<file path="src/rtl/div_gen_1_pkg.sv">
// Shared types and helpers for the sequential restoring divider.
package div_pkg;

  typedef enum logic [1:0] {
    IDLE,
    CALC,
    FIN
  } div_state_t;

  localparam int unsigned DIV_WIDTH_DEFAULT = 32;

  function automatic int unsigned clog2(input int unsigned v);
    int unsigned r;
    r = 0;
    for (int unsigned i = 0; i < 32; i++) begin
      if ((32'd1 << i) < v) r = i + 1;
    end
    return r;
  endfunction

endpackage

</file>
<file path="src/rtl/div_gen_1_if.sv">
// Start/operand/result bundle between the execute stage and the divider.
interface div_gen_1_if #(
  parameter int unsigned WIDTH = 32
);
  logic             div;
  logic [WIDTH-1:0] A;
  logic [WIDTH-1:0] B;
  logic [WIDTH-1:0] Q;
  logic [WIDTH-1:0] R;
  logic             busy;
  logic             done;
  logic             dbz;

  modport master (
    output div, A, B,
    input  Q, R, busy, done, dbz
  );

  modport slave (
    input  div, A, B,
    output Q, R, busy, done, dbz
  );
endinterface

</file>
<file path="src/rtl/div_gen_1_step.sv">
// One radix-2 restoring iteration: shift in a dividend bit, subtract if it fits.
module div_step #(
  parameter int unsigned WIDTH = 32
) (
  input  logic [WIDTH:0]   rem,
  input  logic             din,
  input  logic [WIDTH-1:0] divisor,
  output logic [WIDTH:0]   rem_next,
  output logic             qbit
);

  logic [WIDTH:0] rem_sh;
  logic [WIDTH:0] diff;

  always_comb begin
    rem_sh   = {rem[WIDTH-1:0], din};
    diff     = rem_sh - {1'b0, divisor};
    qbit     = 1'b0;
    rem_next = rem_sh;
    if (rem_sh >= {1'b0, divisor}) begin
      qbit     = 1'b1;
      rem_next = diff;
    end
  end

endmodule

</file>
<file path="src/rtl/div_gen_1.sv">
// Sequential unsigned divider, one quotient bit per clock (restoring, radix-2).
module div_gen_1
  import div_pkg::*;
#(
  parameter int unsigned WIDTH = DIV_WIDTH_DEFAULT
) (
  input logic        CLK,
  input logic        RESETN,
  div_gen_1_if.slave bus
);

  localparam int unsigned CW = clog2(WIDTH) + 1;

  div_state_t       state;
  logic [CW-1:0]    count;
  logic [WIDTH-1:0] qsh;
  logic [WIDTH-1:0] dvs;
  logic [WIDTH:0]   rem;
  logic [WIDTH:0]   rem_nxt;
  logic             qbit;
  logic             dbz_r;

  div_step #(.WIDTH(WIDTH)) u_step (
    .rem      (rem),
    .din      (qsh[WIDTH-1]),
    .divisor  (dvs),
    .rem_next (rem_nxt),
    .qbit     (qbit)
  );

  always_ff @(posedge CLK or negedge RESETN) begin
    if (!RESETN) begin
      state    <= IDLE;
      count    <= '0;
      qsh      <= '0;
      dvs      <= '0;
      rem      <= '0;
      dbz_r    <= 1'b0;
      bus.Q    <= '0;
      bus.R    <= '0;
      bus.busy <= 1'b0;
      bus.done <= 1'b0;
      bus.dbz  <= 1'b0;
    end else begin
      bus.done <= 1'b0;
      case (state)
        IDLE: begin
          if (bus.div) begin
            if (bus.B != '0) begin
              qsh      <= bus.A;
              dvs      <= bus.B;
              rem      <= '0;
              count    <= CW'(WIDTH);
              dbz_r    <= 1'b0;
              bus.busy <= 1'b1;
              state    <= CALC;
            end else begin
              // Divide-by-zero skips CALC; FIN publishes the preloaded result.
              qsh   <= '1;
              rem   <= {1'b0, bus.A};
              dvs   <= '0;
              dbz_r <= 1'b1;
              state <= FIN;
            end
          end
        end
        CALC: begin
          rem   <= rem_nxt;
          qsh   <= {qsh[WIDTH-2:0], qbit};
          count <= count - CW'(1);
          if (count == CW'(1)) begin
            bus.busy <= 1'b0;
            state    <= FIN;
          end
        end
        FIN: begin
          bus.Q    <= qsh;
          bus.R    <= rem[WIDTH-1:0];
          bus.dbz  <= dbz_r;
          bus.done <= 1'b1;
          state    <= IDLE;
        end
        default: state <= IDLE;
      endcase
    end
  end

endmodule

</file>
<file path="src/flat_wrapper.sv">
// flat-port wrapper written by rule: the top's interface ports become plain ports
module div_gen_1_flat import div_pkg::*;
#(
  parameter int unsigned WIDTH = DIV_WIDTH_DEFAULT
)
  (CLK, RESETN, bus_div, bus_A, bus_B, bus_Q, bus_R, bus_busy, bus_done, bus_dbz);
  div_gen_1_if #(.WIDTH(WIDTH)) bus_i ();
  input logic CLK;
  input logic RESETN;
  input wire logic [$bits(bus_i.div)-1:0] bus_div;
  input wire logic [$bits(bus_i.A)-1:0] bus_A;
  input wire logic [$bits(bus_i.B)-1:0] bus_B;
  output wire logic [$bits(bus_i.Q)-1:0] bus_Q;
  output wire logic [$bits(bus_i.R)-1:0] bus_R;
  output wire logic [$bits(bus_i.busy)-1:0] bus_busy;
  output wire logic [$bits(bus_i.done)-1:0] bus_done;
  output wire logic [$bits(bus_i.dbz)-1:0] bus_dbz;
  assign bus_i.div = bus_div;
  assign bus_i.A = bus_A;
  assign bus_i.B = bus_B;
  assign bus_Q = bus_i.Q;
  assign bus_R = bus_i.R;
  assign bus_busy = bus_i.busy;
  assign bus_done = bus_i.done;
  assign bus_dbz = bus_i.dbz;
  div_gen_1 #(.WIDTH(WIDTH)) u_core (.CLK(CLK), .RESETN(RESETN), .bus(bus_i));
endmodule
</file>
<file path="config.mk">
export PLATFORM = sky130hd
export DESIGN_NAME = div_gen_1_flat
export DESIGN_NICKNAME = d
export VERILOG_FILES = /design/src/rtl/div_gen_1_pkg.sv /design/src/rtl/div_gen_1_if.sv /design/src/rtl/div_gen_1_step.sv /design/src/rtl/div_gen_1.sv /design/src/flat_wrapper.sv
export SDC_FILE = /design/constraint.sdc
export NUM_CORES = 1
export LEC_CHECK = 0
export CAP_MARGIN = 10
export CORE_ASPECT_RATIO = 0.6
export CORE_MARGIN = 2
export CORE_UTILIZATION = 45
export DETAILED_ROUTE_END_ITERATION = 12
export PLACE_DENSITY_LB_ADDON = 0.1
export SLEW_MARGIN = 20
export SYNTH_ARGS = -nofsm -noshare
export SYNTH_HDL_FRONTEND = slang
export SYNTH_SLANG_ARGS = --single-unit
</file>
<file path="constraint.sdc">
create_clock -name CLK -period 3.5 [get_ports CLK]
set_input_delay 0.35 -clock CLK [delete_from_list [all_inputs] [get_ports CLK]]
set_output_delay 0.35 -clock CLK [all_outputs]
set_load 0.01 [all_outputs]
</file>
==> impl_summary.txt, run 1 <==
----------------------------------------------------
[Global route]
  Met1 GRT Util ... 36.7%
  Fraction of met3 tracks used by global routing ... 5.21%
  Busiest layer in global routing ... met1
  Fraction of met2 tracks used by global routing ... 34.4%
  Overall overflow remaining after global route ... 0
  Number of antenna violations at the first check in global routing ... 0
  Maximum number of pins on one net before global-route repair ... 82
  Global-route wire length before repair ... 40000 µm
  GRT Resource Usage Total ... 23.9%
  Number of global-route vias before repair ... 7189

[Setup path]
  Critical path data required time ... 3.81 ns
  Crit Path Class ... flop to flop
  Cell family contributing the most delay on the critical path ... compound AO/OA/AOI/OAI gates
  Worst Path Buf+Inv ... 1
  WP depth ... 12
  Peak per-stage delay on the critical path ... 0.41 ns
  Critical-path top delay cell ... sky130_fd_sc_hd__dfrtp_1
  Cell-by-cell trace of the critical path ... ha_1 -> a21o_1 -> a31oi_1 -> o21ai_1 -> o211ai_1 -> nand3_1 -> o21ai_1 -> a21o_1 -> buf_4 -> nand2b_1 -> a221oi_1 -> a211oi_1
  Element type at the critical path start ... flop
  Length in cells of the worst reg-to-reg path ... 12
  Setup crit end kind ... flop
  Signal arrival time at the worst endpoint ... 3.59 ns
  Largest fanout on the critical path ... 25

[Cells and area]
  Share of final-layout standard cells stronger than drive strength 1 ... 11.6%
  Area growth from synthesis to layout ... 25.2%
  NumNets Final ... 1180
  Final standard cell area without fillers ... 0.0115 mm²
  Leading cell types in the layout, fill and taps excluded ... sky130_fd_sc_hd__dfrtp_1, sky130_fd_sc_hd__clkdlybuf4s50_1, sky130_fd_sc_hd__nand2_1, sky130_fd_sc_hd__nor2_1, sky130_fd_sc_hd__a21oi_1
  Most common cell after layout, fill and taps aside ... sky130_fd_sc_hd__dfrtp_1
  Number of antenna cells inserted ... 0

[Drt]
  Post-Route WL ... 25100 µm
  Drt drc ... 0
  Average wire length per cell after detail routing ... 18.4 µm
  Number of DRC markers in iteration 0 ... 476
  Number of vias after detailed routing ... 7597
  Number of search-and-repair iterations in the first detailed-routing pass ... 5
  Via/cell ratio ... 5.58
  Number of routed nets with antenna violations ... 0

[Clock network]
  TritonCTS clock tree ... done
  Maximum level of the CTS H-tree ... 4
  CTS max path bufs ... 2
  Reg clk slew, reported paths ... 0.06 ns
  Clock network latency to the later pin of the worst-skew pair ... 0.43 ns
  Clock Root Buffer ... sky130_fd_sc_hd__clkbuf_16
  Cts bufs inserted ... 17
  Buffers inserted during post-CTS setup optimization ... 0
  Clk sinks ... 172

[Logic synthesis]
  Count of flip-flops with a built-in enable after synthesis ... 0
  Total number of yosys warnings ... 0
  Area share of the largest cell type after synthesis ... 47.0%
  Number of register bits inferred by synthesis ... 172
  Post-synthesis net count ... 1068
  Leading cell types by total area after synthesis ... sky130_fd_sc_hd__dfrtp_1, sky130_fd_sc_hd__mux2_2, sky130_fd_sc_hd__ha_1
  Distinct cells, synth ... 58
  Portion of the post-synthesis area used by sequential elements ... 47.0%
  Post-synthesis area per instance ... 9.48 µm²
  Largest area contributor in the synthesized netlist ... sky130_fd_sc_hd__dfrtp_1
  Ys flop type ... sky130_fd_sc_hd__dfrtp_1
  Mapped Cells ... 966
  Synthesized cell area ... 0.00916 mm²
  Async set-reset flop share out of synthesis ... 100%

[Floorplanning]
  Height of the die ... 115 µm
  Full die area ... 0.0215 mm²
  Die extent in x ... 188 µm
  Number of top-level pins ... 134
  Number of core rows ... 40
  Starting utilization of the core area ... 45.9%
  Placeable Area ... 0.0200 mm²

[Worst hold path]
  Hold-critical path depth ... 1
  Min-Delay Path Class ... flop to flop

[STA]
  Setup violators final ... 0
  Period utilisation layout ... 93.8%
  RSZ-0062 raised after global routing ... false
  Worst slew pin tran ... 0.805 ns
  Clock tree skew after final layout ... 0.00740 ns
  Achievable Freq ... 0.304 GHz
  Sum of negative setup slack ... 0 ns
  Time the worst path needs with I/O delays and setup ... 3.28 ns
  Final Hold Vio Count ... 0
  Max-slew violation count ... 0
  Normalized max-slew margin ... 46.3%

[Pwr]
  Post-layout power ... 12.6 mW
  Power per standard cell area ... 1100 mW/mm²
  Worst-case vdd ir drop ... 0.517 mV
  Static Leakage ... 5.10 nW

[Placement]
  Final HPWL from detailed placement ... 18000 µm
  Total of buffers placed on input and output ports ... 133
  Cell area reported after detailed placement ... 0.0108 mm²
  Weighted congestion reported at the end of routability-driven placement ... 0.929

[Outcome]
  Outcome ... complete, no violations

[Run]
  Max-cap violations ... 0

----------------------------------------------------
==> metrics by stage <==
stage               instances  util (%)  setup WS [ns]  hold slack, ns
finish                   1362      57.4          0.216           0.502
global route             1362      57.4         0.0458           0.517
CTS                      1362      57.4          0.289           0.493
detailed placement       1331      54.3          0.303           0.464
global placement         1331      54.3          0.341           0.456
floorplan                 966         -          0.660          0.0544
==> cell type report <==
class / count / area [µm²]
Timing Repair Buffer: 152 / 1550
Fill cell: 1761 / 8500
Multi-Input combinational cell: 691 / 4490
Clock buffer: 19 / 443
Sequential cell: 172 / 4300
Tap cell: 273 / 342
Inverter: 44 / 165
Clock inverter: 11 / 169
==> registers in the layout, indices dropped and copies added, names as in the netlist <==
name	count
u_core.bus.Q	32
u_core.bus.R	32
u_core.dvs	32
u_core.qsh	32
u_core.rem	32
u_core.count	6
u_core.state	2
u_core.bus.busy	1
u_core.bus.dbz	1
u_core.bus.done	1
u_core.dbz_r	1
==> Yosys cell counts, types with 5 or more instances <==
cell type,count
sky130_fd_sc_hd__a211oi_1,5
sky130_fd_sc_hd__a21o_1,21
sky130_fd_sc_hd__a21oi_1,71
sky130_fd_sc_hd__a31oi_1,13
sky130_fd_sc_hd__and3_1,7
sky130_fd_sc_hd__buf_1,8
sky130_fd_sc_hd__buf_2,5
sky130_fd_sc_hd__clkbuf_1,46
sky130_fd_sc_hd__dfrtp_1,172
sky130_fd_sc_hd__ha_1,34
sky130_fd_sc_hd__inv_1,44
sky130_fd_sc_hd__mux2_1,5
sky130_fd_sc_hd__mux2_2,65
sky130_fd_sc_hd__mux2i_1,6
sky130_fd_sc_hd__nand2_1,101
sky130_fd_sc_hd__nand2b_1,8
sky130_fd_sc_hd__nand3_1,25
sky130_fd_sc_hd__nand4_1,8
sky130_fd_sc_hd__nor2_1,81
sky130_fd_sc_hd__nor3_1,45
sky130_fd_sc_hd__nor4_1,13
sky130_fd_sc_hd__o21ai_0,42
sky130_fd_sc_hd__o21ai_1,17
sky130_fd_sc_hd__o21bai_1,6
sky130_fd_sc_hd__o22ai_1,11
sky130_fd_sc_hd__o31ai_1,32
sky130_fd_sc_hd__xnor2_1,17
sky130_fd_sc_hd__xor2_1,14
==> routing by layer <==
metal,share of wire (%),up-vias
li1,-,3647
met4,1.0,0
met1,51,3736
met2,43,195
met3,5.2,19
met5,0,-
==> where the power goes <==
| group | internal [mW] | switching, mW |
|---|---|---|
| logic | 3.16 | 3.98 |
| clock network | 1.21 | 0.800 |
| registers | 2.87 | 0.619 |
==> kinds of logic (layout without fill, tap and decap cells) <==
family,after synthesis,count (layout),synth area share [%]
flip-flops,172,172,47.0
XOR/XNOR,31,31,2.96
multiplexers,76,76,9.26
buffers and inverters,103,226,4.29
AO/OA/AOI/OAI,243,243,16.4
adder cells (fa/ha/maj),35,35,4.86
AND/OR/NAND/NOR,306,306,15.2
==> worst reg2reg max path: cells and delay by family, from the launching register on <==
family                     cells  cell delay (ns)
DFF                            1             0.41
adders and majority gates      1             0.40
buffers and inverters          1             0.33
AOI/OAI and AO/OA              8             1.68
and+or+nand+nor                2             0.34
==> timing repair <==
| item | in CTS | in global routing |
|---|---|---|
| gates resized for setup | 0 | 1 |
| hold endpoints to repair | 12 | 0 |
| endpoints found under the setup margin | 0 | 7 |
| hold buffers | 1 | 0 |
==> final timing paths <==
kind,startpoint,end,slack [ns]
worst max-delay path,u_core.rem[3],u_core.rem[23],0.22
worst min-delay path,u_core.bus.Q[15],u_core.bus.Q[15],0.50
worst max register to register,u_core.rem[3],u_core.rem[23],0.22
worst min register to register,u_core.bus.Q[15],u_core.bus.Q[15],0.50
max in group asynchronous,RESETN,u_core.qsh[4],1.98
min in group asynchronous,RESETN,u_core.qsh[26],0.53
Power figures use the tool's default switching activity.
==> run 2: changes to the inputs <==
==> constraint.sdc (replaced) <==
create_clock -name CLK -period 2.85 [get_ports CLK]
set_input_delay 0.285 -clock CLK [delete_from_list [all_inputs] [get_ports CLK]]
set_output_delay 0.285 -clock CLK [all_outputs]
set_load 0.01 [all_outputs]
==> run 2 against run 1 <==
Effect of this change: the flow now finishes with violations (setup timing); largest cell class unchanged; total power rose by 41%; critical endpoint is now u_core.rem[20]; register-to-register slack lost 0.26 ns; global-route usage up 1.2 points; clock skew up 0.0037 ns.
==> impl_summary.txt, run 2 (synthesis gave the netlist of run 1 again) <==
----------------------------------------------------
[Outcome]
  Outcome ... finished, violations left (was complete, no violations)
  Violated checks ... setup timing

[Setup path]
  Length in cells of the worst reg-to-reg path ... 13 (was 12)
  Crit Path Class ... flop to flop (unchanged)
  Internal reg-to-reg setup slack ... -0.05 ns (was 0.22 ns)
  Largest fanout on the critical path ... 2 (was 25)
  Signal arrival time at the worst endpoint ... 3.26 ns (was 3.59 ns)
  Launching element of the worst setup path ... u_core.dvs[0] (was u_core.rem[3])
  Setup crit end kind ... flop (unchanged)
  Critical path data required time ... 3.22 ns (was 3.81 ns)
  Element type at the critical path start ... flop (unchanged)
  R2r startpoint ... u_core.dvs[0] (was u_core.rem[3])

[Clock network]
  Clock Root Buffer ... sky130_fd_sc_hd__clkbuf_16 (unchanged)
  Reg clk slew, reported paths ... 0.07 ns (was 0.06 ns)
  CTS max path bufs ... 2 (unchanged)
  Cts bufs inserted ... 17 (unchanged)
  TritonCTS clock tree ... done (unchanged)
  Maximum level of the CTS H-tree ... 4 (unchanged)
  Clock network latency to the later pin of the worst-skew pair ... 0.44 ns (was 0.43 ns)
  Clk sinks ... 172 (unchanged)

[Placement]
  Number of placed cells counting well taps ... 1425 (was 1331)
  Total of buffers placed on input and output ports ... 133 (unchanged)
  Weighted congestion reported at the end of routability-driven placement ... 0.952 (was 0.929)
  Final HPWL from detailed placement ... 19100 µm (was 18000 µm)

[Cells and area]
  Leading cell types in the layout, fill and taps excluded ... sky130_fd_sc_hd__dfrtp_1, sky130_fd_sc_hd__clkdlybuf4s50_1, sky130_fd_sc_hd__buf_4, sky130_fd_sc_hd__nand2_1, sky130_fd_sc_hd__nor2_1 (was sky130_fd_sc_hd__dfrtp_1, sky130_fd_sc_hd__clkdlybuf4s50_1, sky130_fd_sc_hd__nand2_1, sky130_fd_sc_hd__nor2_1, sky130_fd_sc_hd__a21oi_1)
  NumNets Final ... 1276 (was 1180)
  Register area ... 0.00430 mm² (unchanged)
  Number of antenna cells inserted ... 0 (unchanged)
  Area growth from synthesis to layout ... 35.7% (was 25.2%)
  Area of combinational cells with multiple inputs ... 0.00469 mm² (was 0.00449 mm²)
  Fillers ... 1714 (was 1761)
  Count of non-filler cells in the finished layout ... 1460 (was 1362)
  Most common cell after layout, fill and taps aside ... sky130_fd_sc_hd__dfrtp_1 (unchanged)
  Share of final-layout standard cells stronger than drive strength 1 ... 21.7% (was 11.6%)
  Utilization of the core after routing ... 62.2% (was 57.4%)

[Drt]
  Post-Route WL ... 26400 µm (was 25100 µm)
  Via/cell ratio ... 5.48 (was 5.58)
  Number of routed nets with antenna violations ... 0 (unchanged)
  Drt drc ... 0 (unchanged)
  Number of DRC markers in iteration 0 ... 807 (was 476)
  Number of search-and-repair iterations in the first detailed-routing pass ... 9 (was 5)
  Number of vias after detailed routing ... 8003 (was 7597)
  Average wire length per cell after detail routing ... 18.1 µm (was 18.4 µm)

[Global route]
  Maximum number of pins on one net before global-route repair ... 59 (was 82)
  Number of global-route vias before repair ... 7601 (was 7189)
  Number of antenna violations at the first check in global routing ... 0 (unchanged)
  Global-route wire length before repair ... 41900 µm (was 40000 µm)
  Overall overflow remaining after global route ... 0 (unchanged)
  GRT Resource Usage Total ... 25.1% (was 23.9%)

[Floorplanning]
  Height of the die ... 115 µm (unchanged)
  Die extent in x ... 188 µm (unchanged)
  Placeable Area ... 0.0200 mm² (unchanged)
  Number of top-level pins ... 134 (unchanged)
  Full die area ... 0.0215 mm² (unchanged)
  Number of core rows ... 40 (unchanged)
  Starting utilization of the core area ... 45.9% (unchanged)

[Pwr]
  Static Leakage ... 5.60 nW (was 5.10 nW)
  Post-layout power ... 17.8 mW (was 12.6 mW)
  Power per standard cell area ... 1430 mW/mm² (was 1100 mW/mm²)
  Worst-case vdd ir drop ... 0.703 mV (was 0.517 mV)

[STA]
  Setup violators final ... 1 (was 0)
  Normalized max-slew margin ... 54.3% (was 46.3%)
  Crit path setup slack, layout ... -0.0464 ns (was 0.216 ns)
  Achievable Freq ... 0.345 GHz (was 0.304 GHz)
  Clock tree skew after final layout ... 0.0111 ns (was 0.00740 ns)
  Period utilisation layout ... 102% (was 93.8%)
  Time the worst path needs with I/O delays and setup ... 2.90 ns (was 3.28 ns)
  Max-slew violation count ... 0 (unchanged)
  Worst slew pin tran ... 0.685 ns (was 0.805 ns)
  Final Hold Vio Count ... 0 (unchanged)
  RSZ-0062 raised after global routing ... true (was false)

[Worst hold path]
  Min-Delay Path Class ... input port to asynchronous set/reset pin (was flop to flop)

[Run]
  Max-cap violations ... 0 (unchanged)

----------------------------------------------------
==> run 2: cell types whose count changed in the layout (fill, tap and decap cells not counted), sizes merged <==
cell,before,now
clkinv,5,3
bufinv,4,5
clkbuf,19,18
clkinvlp,1,3
buf,19,115
inv,45,47
==> run 2: per-stage QoR <==
stage | setup WS, ns | TNS, ns | hold slack (ns) | area, µm²
after floorplan | 0.00950 | 0 | -0.0106 | 9160
after global placement | -0.0598 | -0.261 | 0.262 | 11500
after detailed placement | -0.142 | -1.55 | 0.265 | 11500
after CTS | -0.0461 | -0.0461 | 0.364 | 12300
after global routing | -0.257 | -0.821 | 0.393 | 12400
final | -0.0464 | -0.0464 | 0.351 | 12400
==> run 2: repair_timing <==
action,in CTS,in global routing
endpoints found under the setup margin,28,30
pin swaps,8,18
resized for setup,13,31
hold buffers,1,0
buffers inserted,3,1
endpoints found under the hold margin,47,0
==> run 2: worst max-delay path, cell delays in order (launching register included) <==
cell and delay, ns:
sky130_fd_sc_hd__dfrtp_1 0.41, sky130_fd_sc_hd__ha_4 0.17, sky130_fd_sc_hd__inv_2 0.05, sky130_fd_sc_hd__fa_2 0.18
sky130_fd_sc_hd__a21o_1 0.15, sky130_fd_sc_hd__a22oi_2 0.06, sky130_fd_sc_hd__or4b_4 0.59, sky130_fd_sc_hd__nand3_4 0.09
sky130_fd_sc_hd__a21oi_2 0.06, sky130_fd_sc_hd__or3b_1 0.38, sky130_fd_sc_hd__a21boi_2 0.17, sky130_fd_sc_hd__nor3_2 0.05
sky130_fd_sc_hd__o41a_1 0.30, sky130_fd_sc_hd__a31oi_1 0.15
==> run 2: final timing paths <==
check / endpoint
worst max-delay path: u_core.rem[20]
worst min-delay path: u_core.bus.Q[27]
worst max register to register: u_core.rem[20]
worst min register to register: u_core.bus.R[23]
max in group asynchronous: u_core.bus.R[23]
min in group CLK: u_core.dvs[26]
==> run 2: cell type report <==
| type | instances | share of cell area, % |
|---|---|---|
| Inverter | 44 | 1.33 |
| Clock buffer | 18 | 3.53 |
| Tap cell | 273 | 2.75 |
| Clock inverter | 14 | 1.72 |
| Timing Repair Buffer | 248 | 18.3 |
| Multi-Input combinational cell | 691 | 37.8 |
| Sequential cell | 172 | 34.6 |
==> run 2: where the power goes <==
part,switching [mW],internal [mW]
clock,1.05,1.58
combinational,5.64,5.37
sequential,0.649,3.52
total,7.34,10.5
==> run 2: routing by layer <==
metal	up-vias	part of all wire (%)	wire (µm)	global-route usage, %
li1	3860	-	-	-
met1	3932	49	13000	37.9
met2	195	44	11600	37.1
met3	16	5.7	1510	5.46
met4	0	0.69	182	5.20
met5	-	0	0	0
